$ cat src/rtl/zig_zag_reorder_buffer.sv
// Ping-pong reorder buffer: accepts 8x8 coefficient blocks in JPEG zig-zag order
// and emits them in row-major order, one bank filling while the other drains.
module zig_zag_reorder_buffer #(
    parameter int DATA_WIDTH = 12
) (
    input  logic                  clock,
    input  logic                  reset,
    input  logic [DATA_WIDTH-1:0] in_data,
    input  logic                  in_valid,
    output logic                  in_ready,
    output logic [DATA_WIDTH-1:0] out_data,
    output logic [5:0]            out_index,
    output logic                  out_last,
    output logic                  out_valid,
    input  logic                  out_ready
);

    // Row-major address of a given zig-zag scan position.
    function automatic logic [5:0] zz_to_raster(input logic [5:0] pos);
        logic [5:0] addr;
        case (pos)
            6'd0:  addr = 6'd0;   6'd1:  addr = 6'd1;   6'd2:  addr = 6'd8;   6'd3:  addr = 6'd16;
            6'd4:  addr = 6'd9;   6'd5:  addr = 6'd2;   6'd6:  addr = 6'd3;   6'd7:  addr = 6'd10;
            6'd8:  addr = 6'd17;  6'd9:  addr = 6'd24;  6'd10: addr = 6'd32;  6'd11: addr = 6'd25;
            6'd12: addr = 6'd18;  6'd13: addr = 6'd11;  6'd14: addr = 6'd4;   6'd15: addr = 6'd5;
            6'd16: addr = 6'd12;  6'd17: addr = 6'd19;  6'd18: addr = 6'd26;  6'd19: addr = 6'd33;
            6'd20: addr = 6'd40;  6'd21: addr = 6'd48;  6'd22: addr = 6'd41;  6'd23: addr = 6'd34;
            6'd24: addr = 6'd27;  6'd25: addr = 6'd20;  6'd26: addr = 6'd13;  6'd27: addr = 6'd6;
            6'd28: addr = 6'd7;   6'd29: addr = 6'd14;  6'd30: addr = 6'd21;  6'd31: addr = 6'd28;
            6'd32: addr = 6'd35;  6'd33: addr = 6'd42;  6'd34: addr = 6'd49;  6'd35: addr = 6'd56;
            6'd36: addr = 6'd57;  6'd37: addr = 6'd50;  6'd38: addr = 6'd43;  6'd39: addr = 6'd36;
            6'd40: addr = 6'd29;  6'd41: addr = 6'd22;  6'd42: addr = 6'd15;  6'd43: addr = 6'd23;
            6'd44: addr = 6'd30;  6'd45: addr = 6'd37;  6'd46: addr = 6'd44;  6'd47: addr = 6'd51;
            6'd48: addr = 6'd58;  6'd49: addr = 6'd59;  6'd50: addr = 6'd52;  6'd51: addr = 6'd45;
            6'd52: addr = 6'd38;  6'd53: addr = 6'd31;  6'd54: addr = 6'd39;  6'd55: addr = 6'd46;
            6'd56: addr = 6'd53;  6'd57: addr = 6'd60;  6'd58: addr = 6'd61;  6'd59: addr = 6'd54;
            6'd60: addr = 6'd47;  6'd61: addr = 6'd55;  6'd62: addr = 6'd62;  6'd63: addr = 6'd63;
            default: addr = 6'd0;
        endcase
        return addr;
    endfunction

    logic [DATA_WIDTH-1:0] mem_r [0:127];
    logic [5:0]            wr_count_r;
    logic [5:0]            rd_count_r;
    logic                  wr_bank_r;
    logic                  rd_bank_r;
    logic [1:0]            full_r;

    logic                  in_fire_s;
    logic                  out_fire_s;
    logic                  wr_done_s;
    logic                  rd_done_s;
    logic [1:0]            full_next_s;
    logic [6:0]            wr_addr_s;
    logic [6:0]            rd_addr_s;

    // Handshakes, bank addressing and next-state full flags; both completions may land in one cycle.
    always_comb begin
        in_ready    = ~full_r[wr_bank_r];
        out_valid   = full_r[rd_bank_r];
        in_fire_s   = in_valid & ~full_r[wr_bank_r];
        out_fire_s  = out_ready & full_r[rd_bank_r];
        wr_done_s   = in_fire_s & (wr_count_r == 6'd63);
        rd_done_s   = out_fire_s & (rd_count_r == 6'd63);
        wr_addr_s   = {wr_bank_r, zz_to_raster(wr_count_r)};
        rd_addr_s   = {rd_bank_r, rd_count_r};
        full_next_s[0] = (full_r[0] | (wr_done_s & ~wr_bank_r)) & ~(rd_done_s & ~rd_bank_r);
        full_next_s[1] = (full_r[1] | (wr_done_s &  wr_bank_r)) & ~(rd_done_s &  rd_bank_r);
        out_data    = mem_r[rd_addr_s];
        out_index   = rd_count_r;
        out_last    = full_r[rd_bank_r] & (rd_count_r == 6'd63);
    end

    // Bank storage write port; contents are intentionally left unreset.
    always_ff @(posedge clock) begin
        if (in_fire_s) begin
            mem_r[wr_addr_s] <= in_data;
        end
    end

    // Write/read counters, bank selects and full flags.
    always_ff @(posedge clock or posedge reset) begin
        if (reset) begin
            wr_count_r <= 6'd0;
            rd_count_r <= 6'd0;
            wr_bank_r  <= 1'b0;
            rd_bank_r  <= 1'b0;
            full_r     <= 2'b00;
        end else begin
            full_r <= full_next_s;
            if (in_fire_s) begin
                wr_count_r <= wr_count_r + 6'd1;
            end
            if (wr_done_s) begin
                wr_bank_r <= ~wr_bank_r;
            end
            if (out_fire_s) begin
                rd_count_r <= rd_count_r + 6'd1;
            end
            if (rd_done_s) begin
                rd_bank_r <= ~rd_bank_r;
            end
        end
    end

endmodule

$ cat config.mk
export PLATFORM = sky130hd
export DESIGN_NAME = zig_zag_reorder_buffer
export DESIGN_NICKNAME = d
export VERILOG_FILES = /design/src/rtl/zig_zag_reorder_buffer.sv
export SDC_FILE = /design/constraint.sdc
export NUM_CORES = 1
export LEC_CHECK = 0
export CAP_MARGIN = 20
export CORE_ASPECT_RATIO = 0.7
export CORE_MARGIN = 1.5
export CORE_UTILIZATION = 57
export DETAILED_ROUTE_END_ITERATION = 8
export PLACE_DENSITY = 0.73
export SLEW_MARGIN = 20
export SYNTH_ARGS = -nofsm -noshare
export SYNTH_HDL_FRONTEND = slang
export SYNTH_SLANG_ARGS = --single-unit
$ cat constraint.sdc
create_clock -name clock -period 3.65 [get_ports clock]
set_clock_uncertainty 0.1 [all_clocks]
set_input_delay 0.73 -clock clock [delete_from_list [all_inputs] [get_ports clock]]
set_output_delay 0.73 -clock clock [all_outputs]
set_load 0.005 [all_outputs]
After elaboration in Yosys (flattened, before gate mapping)
Memories as Yosys holds them, arrays and structs flattened.
Cells that the tools add are included.
{ "classes": {"n_addsub": 2, "magnitude_cmp": 2, "bitwise_logic": 18, "n_mux": 6, "eq_ne": 2} }
{ "op_table": {"columns": ["op", "n"], "rows": [
  ["$add 6x1->6 const B", 2],
  ["$eq 6x6->1 const B", 2],
  ["$and 1x1->1", 11],
  ["$mux 1", 6],
  ["$not 1->1", 5],
  ["$lt 1x2->1 const B", 2],
  ["$or 1x1->1", 2]
]} }
{ "totals": {"ff_bits": 16, "in_bits": 16, "wordCells": 37, "out_inout_bits": 21, "rom_bits": 384, "mem_count": 2, "mem_bits_rw": 1536} }
{ "memory_table": {"columns": ["name", "words", "word_bits", "read_ports", "rd_ports_with_merged_regs", "write_ports", "line", "source"], "rows": [
  ["mem_r", 128, 12, 1, 0, 1, "43", "logic [DATA_WIDTH-1:0] mem_r [0:127];"],
  ["(name not given)", 64, 6, 1, 0, 0, "21", "case (pos)"]
]} }

Logic depth before layout (Yosys ltp)
Gate-level depths: netlist of run 1.
{ "depth": {"ltp_word": 8, "depth_mapped": 11, "depth_no_buf": 8} }

Worst setup path before layout of run 1
No wires, ideal clock.
{ "synth_path": {"kind": "reg2reg", "start": "register wr_count_r[1]", "end": "memory mem_r[72][0] (enable)", "setup_time_ns": 0.396, "t_required_ns": 3.154, "arrival_time_ns": 3.218, "period_less_slack_ns": 3.715, "n_path_buf": 0, "slack_ns": -0.065, "path_stages_with_launch": 8, "cell_sequence": "dfrtp_1 inv_1 ha_1 inv_1 mux4_2 o32ai_4 nand2_1 nor3_1"} }
{ "synth_between": {"elab_chain_len": 1} }
{ "synth_lines": {"columns": ["item", "line", "source"], "rows": [
  ["start: declaration", "44", "logic [5:0] wr_count_r;"],
  ["start signal: assignment", "93", "wr_count_r <= wr_count_r + 6'd1;"],
  ["$mem_v2 64x6", null, null],
  ["end: declaration", "43", null]
]} }
Every way passes these cells.

Worst setup path after layout of run 1
{ "layout_path": {"start": "register rd_count_r[0] (netlist: out_index[0])", "end": "output port out_data[6]"} }
{ "layout_between": {"elab_chain_len": 1} }
{ "layout_lines": {"columns": ["item", "line", "source"], "rows": [
  ["start: declaration", "45", "logic [5:0] rd_count_r;"],
  ["start signal: assignment", "99", "rd_count_r <= rd_count_r + 6'd1;"],
  ["$mem_v2 128x12", null, null],
  ["end: declaration", "11", "output logic [DATA_WIDTH-1:0] out_data,"]
]} }
Every way passes these cells.

==> results.tsv, run 1 <==
stage	metric	value	unit
power_and_ir_drop	power per cell area	688	nW/µm²
logic_synthesis	Seq/Total Area, Yosys	76.1	%
clocking	CTS Hold Bufs	0	
floorplan	I/O pin count	37	
cells_and_area	Non-Filler Instances	5031	
logic_synthesis	Yosys top cell by area	edfxtp_1	
clocking	CTS tree	done	
worst_setup_path	crit path DAT	3.61	ns
routing	1st-pass router iterations	5	
outcome	failing checks	setup timing	
place	DP HPWL	96300	µm
timing	Tmin final	4.44	ns
logic_synthesis	compound-gate portion of the synthesized area	4.19	%
routing	total number of vias	32972	
routing	first-iteration detailed-routing DRC count	4198	
floorplan	die span in x	395	µm
run	total of max-cap violations	0	
timing	Rel. slew slack	32.2	%
worst_setup_path	R2R depth	10	
worst_setup_path	CP Launch Type	flop	
logic_synthesis	Main synth FF type	edfxtp_1	
floorplan	Initial Util	57.5	%
power_and_ir_drop	leak pwr	23.9	nW
worst_setup_path	Worst Path Class, Setup	reg -> out	
timing	Fin. Hold Viols	0	
worst_setup_path	reg-to-reg setup timing slack	0.10	ns
clocking	Num CTS Buffers	139	
logic_synthesis	Post-synth EDFFs	1536	
cells_and_area	layout cells sized above 1	32.6	%
logic_synthesis	Yosys warnings	0	
worst_setup_path	Crit. path cell count	10	
worst_setup_path	Worst R2R Start	wr_count_r[0]	
timing	Tcrit/Tclk final	122	%
logic_synthesis	main combinational cell family by area after synthesis	multiplexers	
routing	Highest Signal Layer	met5	
worst_setup_path	slowest cell on the critical path	dfrtp_4	
timing	Max Slew Vio Count	0	
global_routing	first-pass GRT wire length	226000	µm
worst_setup_path	family with the most delay on the worst path	multiplexers	
global_routing	vias in the first global route	32804	
logic_synthesis	post-synthesis mux area share	15.3	%
logic_synthesis	Cells after Synth	3037	
routing	DR DRC count	0	
logic_synthesis	Yosys reg bits	1552	
logic_synthesis	count leader, synth	edfxtp_1	
worst_setup_path	CP max FO	7	
timing	Setup Total Neg Slack	-8.97	ns
floorplan	height of the die	277	µm
timing	final worst setup slack	-0.794	ns
place	PortBufs	36	
routing	wire length on met3	20000	µm
worst_setup_path	CP Capture Type	output pin	
worst_setup_path	CP cell instances	buf_12 -> buf_12 -> buf_12 -> buf_6 -> mux4_2 -> mux2_4 -> a221oi_4 -> nor3_4 -> o32a_1 -> buf_2	
worst_setup_path	WP buf/inv	5	
clocking	clock sinks	1552	
floorplan	Core Footprint	106000	µm²
logic_synthesis	Yosys cell types	56	
clocking	Root Driver	clkbuf_16	
routing	WL per Instance	31.2	µm
routing	met2 wire length	70400	µm
clocking	Clk Latency, worst-skew pair	0.76	ns
global_routing	largest net degree at the start of global routing	78	
timing	Worst-Margin Slew	1.02	ns
timing	RSZ-0062 raised after global routing	yes	
clocking	H-tree depth	4	
floorplan	num rows	100	
logic_synthesis	syn nets	3072	
floorplan	Die ar.	109000	µm²
global_routing	GRT Total Usage	28.8	%
outcome	status	finished, violations left	
logic_synthesis	Post-Synth Adder-Cell Area	0.389	%
worst_setup_path	CP max stage delay	0.52	ns
cells_and_area	ANT cells	0	
logic_synthesis	Synth Area in Simple Gates	2.25	%
global_routing	total congestion overflow	0	
routing	final WL	157000	µm
routing	wl on met1	61800	µm
cells_and_area	synth-to-layout area growth	18.4	%
logic_synthesis	area of the mapped netlist	61200	µm²
worst_setup_path	Worst Path Required	2.82	ns
timing	Final setup viols	12	
routing	antenna viol nets, final	0	
routing	post-DR vias/cell	6.55	
worst_setup_path	Crit Reg-Reg Endpoint	mem_r[28][7]	
global_routing	initial antenna violation count	2	
logic_synthesis	Synth top area share	75.4	%
logic_synthesis	main area contributors after synthesis	edfxtp_1 75%, mux4_2 9.9%, mux2i_1 4.1%	
cells_and_area	Nets	3525	
place	gpl congestion	0.875	
cells_and_area	Filler cells	6494	
power_and_ir_drop	IR drop worst, VDD	0.000558	V
worst_setup_path	critical path's most frequent cell	buf_12	
place	Placed Cells incl. Taps	4736	
logic_synthesis	Synth top cells by count	1,536 x edfxtp_1, 269 x mux4_2, 249 x mux2i_1, 166 x nor2_1, 97 x clkbuf_1	
timing	fmax	225	MHz
logic_synthesis	fraction of registers with async set/reset	1.03	%
clocking	clk slew on worst S/H paths	0.07	ns
worst_hold_path	HP Class	in -> async	
logic_synthesis	average cell area after synthesis	20.1	µm²
clocking	Longest Clk Path Bufs	3	
logic_synthesis	Post-Synth XOR/XNOR Area	0.172	%
[state kept, by name (all words and copies together) (netlist names)]
| register | cells |
|---|---|
| out_index | 6 |
| mem_r | 1536 |
| wr_count_r | 6 |
| full_r | 2 |
| wr_bank_r | 1 |
| rd_bank_r | 1 |
[timing repair]
item / 4_1_cts / 5_1_grt
endpoints found under the hold margin: 0 / 0
buffers inserted: 30 / 7
pin swaps: 34 / 23
cloned: 9 / 0
gates resized for setup: 198 / 74
setup endpoints to repair: 295 / 511
[cell type report]
cell class	instances	area (µm²)	area share, %
timing repair buffer	502	4900	6.76
inverter	12	46.3	0.0639
clock inverter	74	703	0.971
clock buffer	180	3780	5.22
sequential	1552	46500	64.2
tap	1428	1790	2.47
multi-input combinational	1283	14700	20.3
[metal layers]
metal | global-route usage (%) | up-vias
met2 | 41.8 | 2075
met4 | 9.78 | 2
met1 | 42.2 | 17102
li1 | - | 13525
met3 | 8.79 | 268
met5 | 0 | -
[cells in the final DEF (no fill, tap or decap), types with 29 or more instances in the layout]
master / Yosys / layout
mux4_2: 269 / 269
edfxtp_1: 1536 / 1536
a21oi_1: 95 / 87
o221ai_1: 36 / 36
o21ai_0: 57 / 53
mux2_2: 74 / 58
buf_4: 35 / 387
clkbuf_1: 97 / 33
mux2i_1: 249 / 246
a221oi_2: 0 / 36
nor2_4: 0 / 31
a221oi_1: 93 / 42
nand2_1: 30 / 29
clkinv_1: 1 / 31
clkbuf_16: 0 / 145
buf_12: 0 / 57
nor2_1: 166 / 122
[kinds of logic (layout without fill, tap and decap cells)]
logic type      Yosys count  count (layout)
compound gates          362             362
xor+xnor                 12              12
fa+ha+maj                19              19
buf+inv                 202             768
flops                  1552            1552
mux                     592             592
simple gates            298             298
[worst register-to-register path, cell delays in order, from the launching register on]
cell and delay [ns]:
dfrtp_1 0.38, inv_1 0.17, ha_1 0.45, buf_4 0.15
inv_1 0.05, mux4_2 0.49, o32ai_4 0.26, buf_12 0.20
nand3_2 0.30, nor2_2 0.42, buf_4 0.27
[metrics by stage]
stage	power [mW]	hold WS [ns]	worst slack, ns	utilization, %	cell area, µm²
final	49.9	0.315	-0.794	68.1	72400
after floorplan	28.4	0.381	-0.0647	-	61200
after global routing	51.3	0.382	-0.852	68.1	72400
after CTS	49.4	0.302	-0.847	67.7	72000
after global placement	33.4	0.398	-0.475	62.3	66200
after detailed placement	33.7	0.434	-0.500	62.4	66300
[worst max path at each step]
stage,end,slack [ns],startpoint
floorplan,mem_r[72][0],-0.06,wr_count_r[1]
global placement,out_data[5],-0.47,out_index[0]
detailed placement,out_data[5],-0.50,out_index[0]
CTS,out_data[5],-0.85,out_index[0]
global route,out_data[8],-0.85,out_index[0]
finish,out_data[6],-0.79,out_index[0]
[where the power goes]
part | internal [mW] | switching, mW | leakage [nW] | total, mW
clock network | 8.25 | 6.36 | 2.19 | 14.6
logic | 6.81 | 7.85 | 7.72 | 14.7
registers | 20.4 | 0.242 | 14.0 | 20.6
No activity file was read; power rests on OpenSTA's default activity.
==> inputs of run 2 (changes only) <==
--- a/config.mk
+++ b/config.mk
@@ -10,7 +10,9 @@
 export CORE_MARGIN = 1.5
 export CORE_UTILIZATION = 57
 export DETAILED_ROUTE_END_ITERATION = 8
+export MAX_ROUTING_LAYER = met4
 export PLACE_DENSITY = 0.73
+export SKIP_LAST_GASP = 1
 export SLEW_MARGIN = 20
 export SYNTH_ARGS = -nofsm -noshare
 export SYNTH_HDL_FRONTEND = slang
==> run 2 against run 1 <==
Net effect: the flow still finishes with violations (setup timing); critical path type unchanged; flip-flop and latch count is the same; register-to-register slack improved by 0.05 ns; routed wire length fell by 0.59%; non-clock buffer count is 7 higher; worst setup slack got worse by 0.064 ns; sequential share of layout area up 0.073 points; die area did not move; worst hold slack got worse by 0.0048 ns; cell area is 0.12% lower.
==> results.tsv, run 2 (synthesis gave the netlist of run 1 again) <==
stage	metric	value	unit	change
cells_and_area	Nets	3532		+0.20%
cells_and_area	most common cell after layout, fill and taps aside	edfxtp_1		
timing	final worst setup slack	-0.859	ns	-0.0642 ns
timing	Tcrit/Tclk final	124	%	+1.8 points
global_routing	total congestion overflow	0		unchanged
routing	DR DRC count	0		unchanged
worst_setup_path	CP Launch Type	flop		
routing	post-DR vias/cell	6.55		about the same
global_routing	first-pass GRT wire length	224000	µm	-0.93%
global_routing	grt met2 use	41.4	%	-0.43 points
clocking	clock sinks	1552		unchanged
cells_and_area	max FFs per register	1536		unchanged
timing	fmax	222	MHz	-1.4%
outcome	status	finished, violations left		
global_routing	busiest grt layer	met1		
cells_and_area	most frequent cells in the layout	1,536 x edfxtp_1, 383 x buf_4, 269 x mux4_2, 244 x mux2i_1, 148 x clkbuf_16		
routing	total number of vias	32980		+0.024%
clocking	clk slew on worst S/H paths	0.06	ns	about the same
timing	RSZ-0062 raised after global routing	yes		
cells_and_area	synth-to-layout area growth	18.3	%	
worst_setup_path	CP max FO	8		+1
clocking	Root Driver	clkbuf_16		
timing	Rel. slew slack	24.7	%	-7.5 points
place	DP Worst Slack	-0.560	ns	-0.0606 ns
cells_and_area	Final Cell Area	72400	µm²	-0.12%
clocking	Clk Latency, worst-skew pair	0.76	ns	about the same
floorplan	Core Footprint	106000	µm²	unchanged
power_and_ir_drop	Tot Pwr	49.2	mW	-1.2%
worst_setup_path	crit path DAT	3.68	ns	+0.07 ns
timing	Worst-Margin Slew	1.13	ns	+0.112 ns
global_routing	vias in the first global route	32597		-0.63%
timing	Max Slew Vio Count	0		unchanged
clocking	Num CTS Buffers	139		unchanged
place	gpl congestion	0.893		+2.1%
cells_and_area	Non-Filler Instances	5034		+0.060%
global_routing	GRT met1 Usage	42.3	%	+0.086 points
place	PortBufs	36		unchanged
floorplan	Initial Util	57.5	%	unchanged
timing	Setup Total Neg Slack	-9.24	ns	-0.262 ns
outcome	failing checks	setup timing		
global_routing	largest net degree at the start of global routing	98		+26%
global_routing	met3 usage	8.10	%	-0.69 points
clocking	CTS tree	done		
cells_and_area	layout cells sized above 1	32.4	%	-0.20 points
global_routing	GRT Total Usage	29.4	%	+0.54 points
timing	Fin Hold WS	0.310	ns	-0.00482 ns
worst_hold_path	HP Class	in -> async		
place	dpl cell area	66500	µm²	+0.25%
cells_and_area	Biggest register	mem_r		
floorplan	die span in x	395	µm	unchanged
run	total of max-cap violations	0		unchanged
timing	Tmin final	4.51	ns	+0.0642 ns
cells_and_area	Final Core Density	68.0	%	-0.079 points
floorplan	Die ar.	109000	µm²	unchanged
place	DP HPWL	96000	µm	-0.32%
worst_setup_path	CP Capture Type	output pin		
power_and_ir_drop	power per cell area	681	nW/µm²	-1.1%
clocking	Longest Clk Path Bufs	3		unchanged
clocking	H-tree depth	4		unchanged
worst_setup_path	Worst Path Class, Setup	reg -> out		
power_and_ir_drop	IR drop worst, VDD	0.000530	V	-4.9%
routing	final WL	156000	µm	-0.59%
timing	Fin. Hold Viols	0		unchanged
routing	1st-pass router iterations	6		+1
floorplan	height of the die	277	µm	unchanged
timing	Final setup viols	12		unchanged
worst_setup_path	Worst Path Required	2.82	ns	about the same
place	Placed Cells incl. Taps	4742		+0.13%
global_routing	initial antenna violation count	7		+5
routing	WL per Instance	31.0	µm	-0.65%
floorplan	num rows	100		unchanged
power_and_ir_drop	leak pwr	23.8	nW	-0.53%
routing	first-iteration detailed-routing DRC count	4680		+11%
routing	antenna viol nets, final	0		unchanged
floorplan	I/O pin count	37		unchanged
## run 2: layout make-up
cell class	instances	area, µm²
Clock buffer	179	3780
Sequential cell	1552	46500
Antenna cell	6	15.0
Timing Repair Buffer	509	5000
Inverter	12	46.3
Clock inverter	65	470
Multi-Input combinational cell	1283	14700
Fill cell	6498	34000
Tap cell	1428	1790
## run 2: critical path, cell delays in order (launching register included)
cell,delay [ns]
dfrtp_4,0.55
buf_6,0.15
buf_16,0.15
buf_12,0.12
mux4_2,0.49
mux2_4,0.32
a221oi_1,0.30
buf_4,0.19
nor3_4,0.04
o32a_1,0.45
buf_2,0.17
## run 2: worst paths after layout
| path | depth (start not counted) | endpoint | slack [ns] | startpoint |
|---|---|---|---|---|
| min in group clock | 1 | mem_r[21][9] | 0.32 | in_data[9] |
| worst max-delay path | 10 | out_data[0] | -0.86 | out_index[0] |
| worst min-delay path | 2 | wr_count_r[2] | 0.31 | reset |
| max in group asynchronous | 2 | out_index[3] | 2.57 | reset |
| worst min register to register | 1 | full_r[0] | 0.45 | full_r[0] |
| worst max register to register | 9 | mem_r[30][1] | 0.15 | wr_count_r[0] |
## run 2: repair_timing
| action | CTS | global route |
|---|---|---|
| setup endpoints to repair | 331 | 660 |
| pin swaps | 28 | 29 |
| buffers inserted | 25 | 16 |
| gates cloned | 6 | 2 |
| gates resized for setup | 189 | 117 |
| hold buffers | 0 | 0 |
## run 2: power breakdown
part | leakage, nW | switching, mW | internal, mW | total, mW
Sequential | 14.0 | 0.253 | 20.4 | 20.6
Clock | 2.07 | 6.32 | 7.72 | 14.0
Combinational | 7.71 | 7.79 | 6.81 | 14.6
## run 2: layer usage
layer	wire (µm)	vias to the layer above
met2	71000	2135
li1	-	13531
met3	19700	246
met5	0	-
met1	61400	17068
met4	3720	0
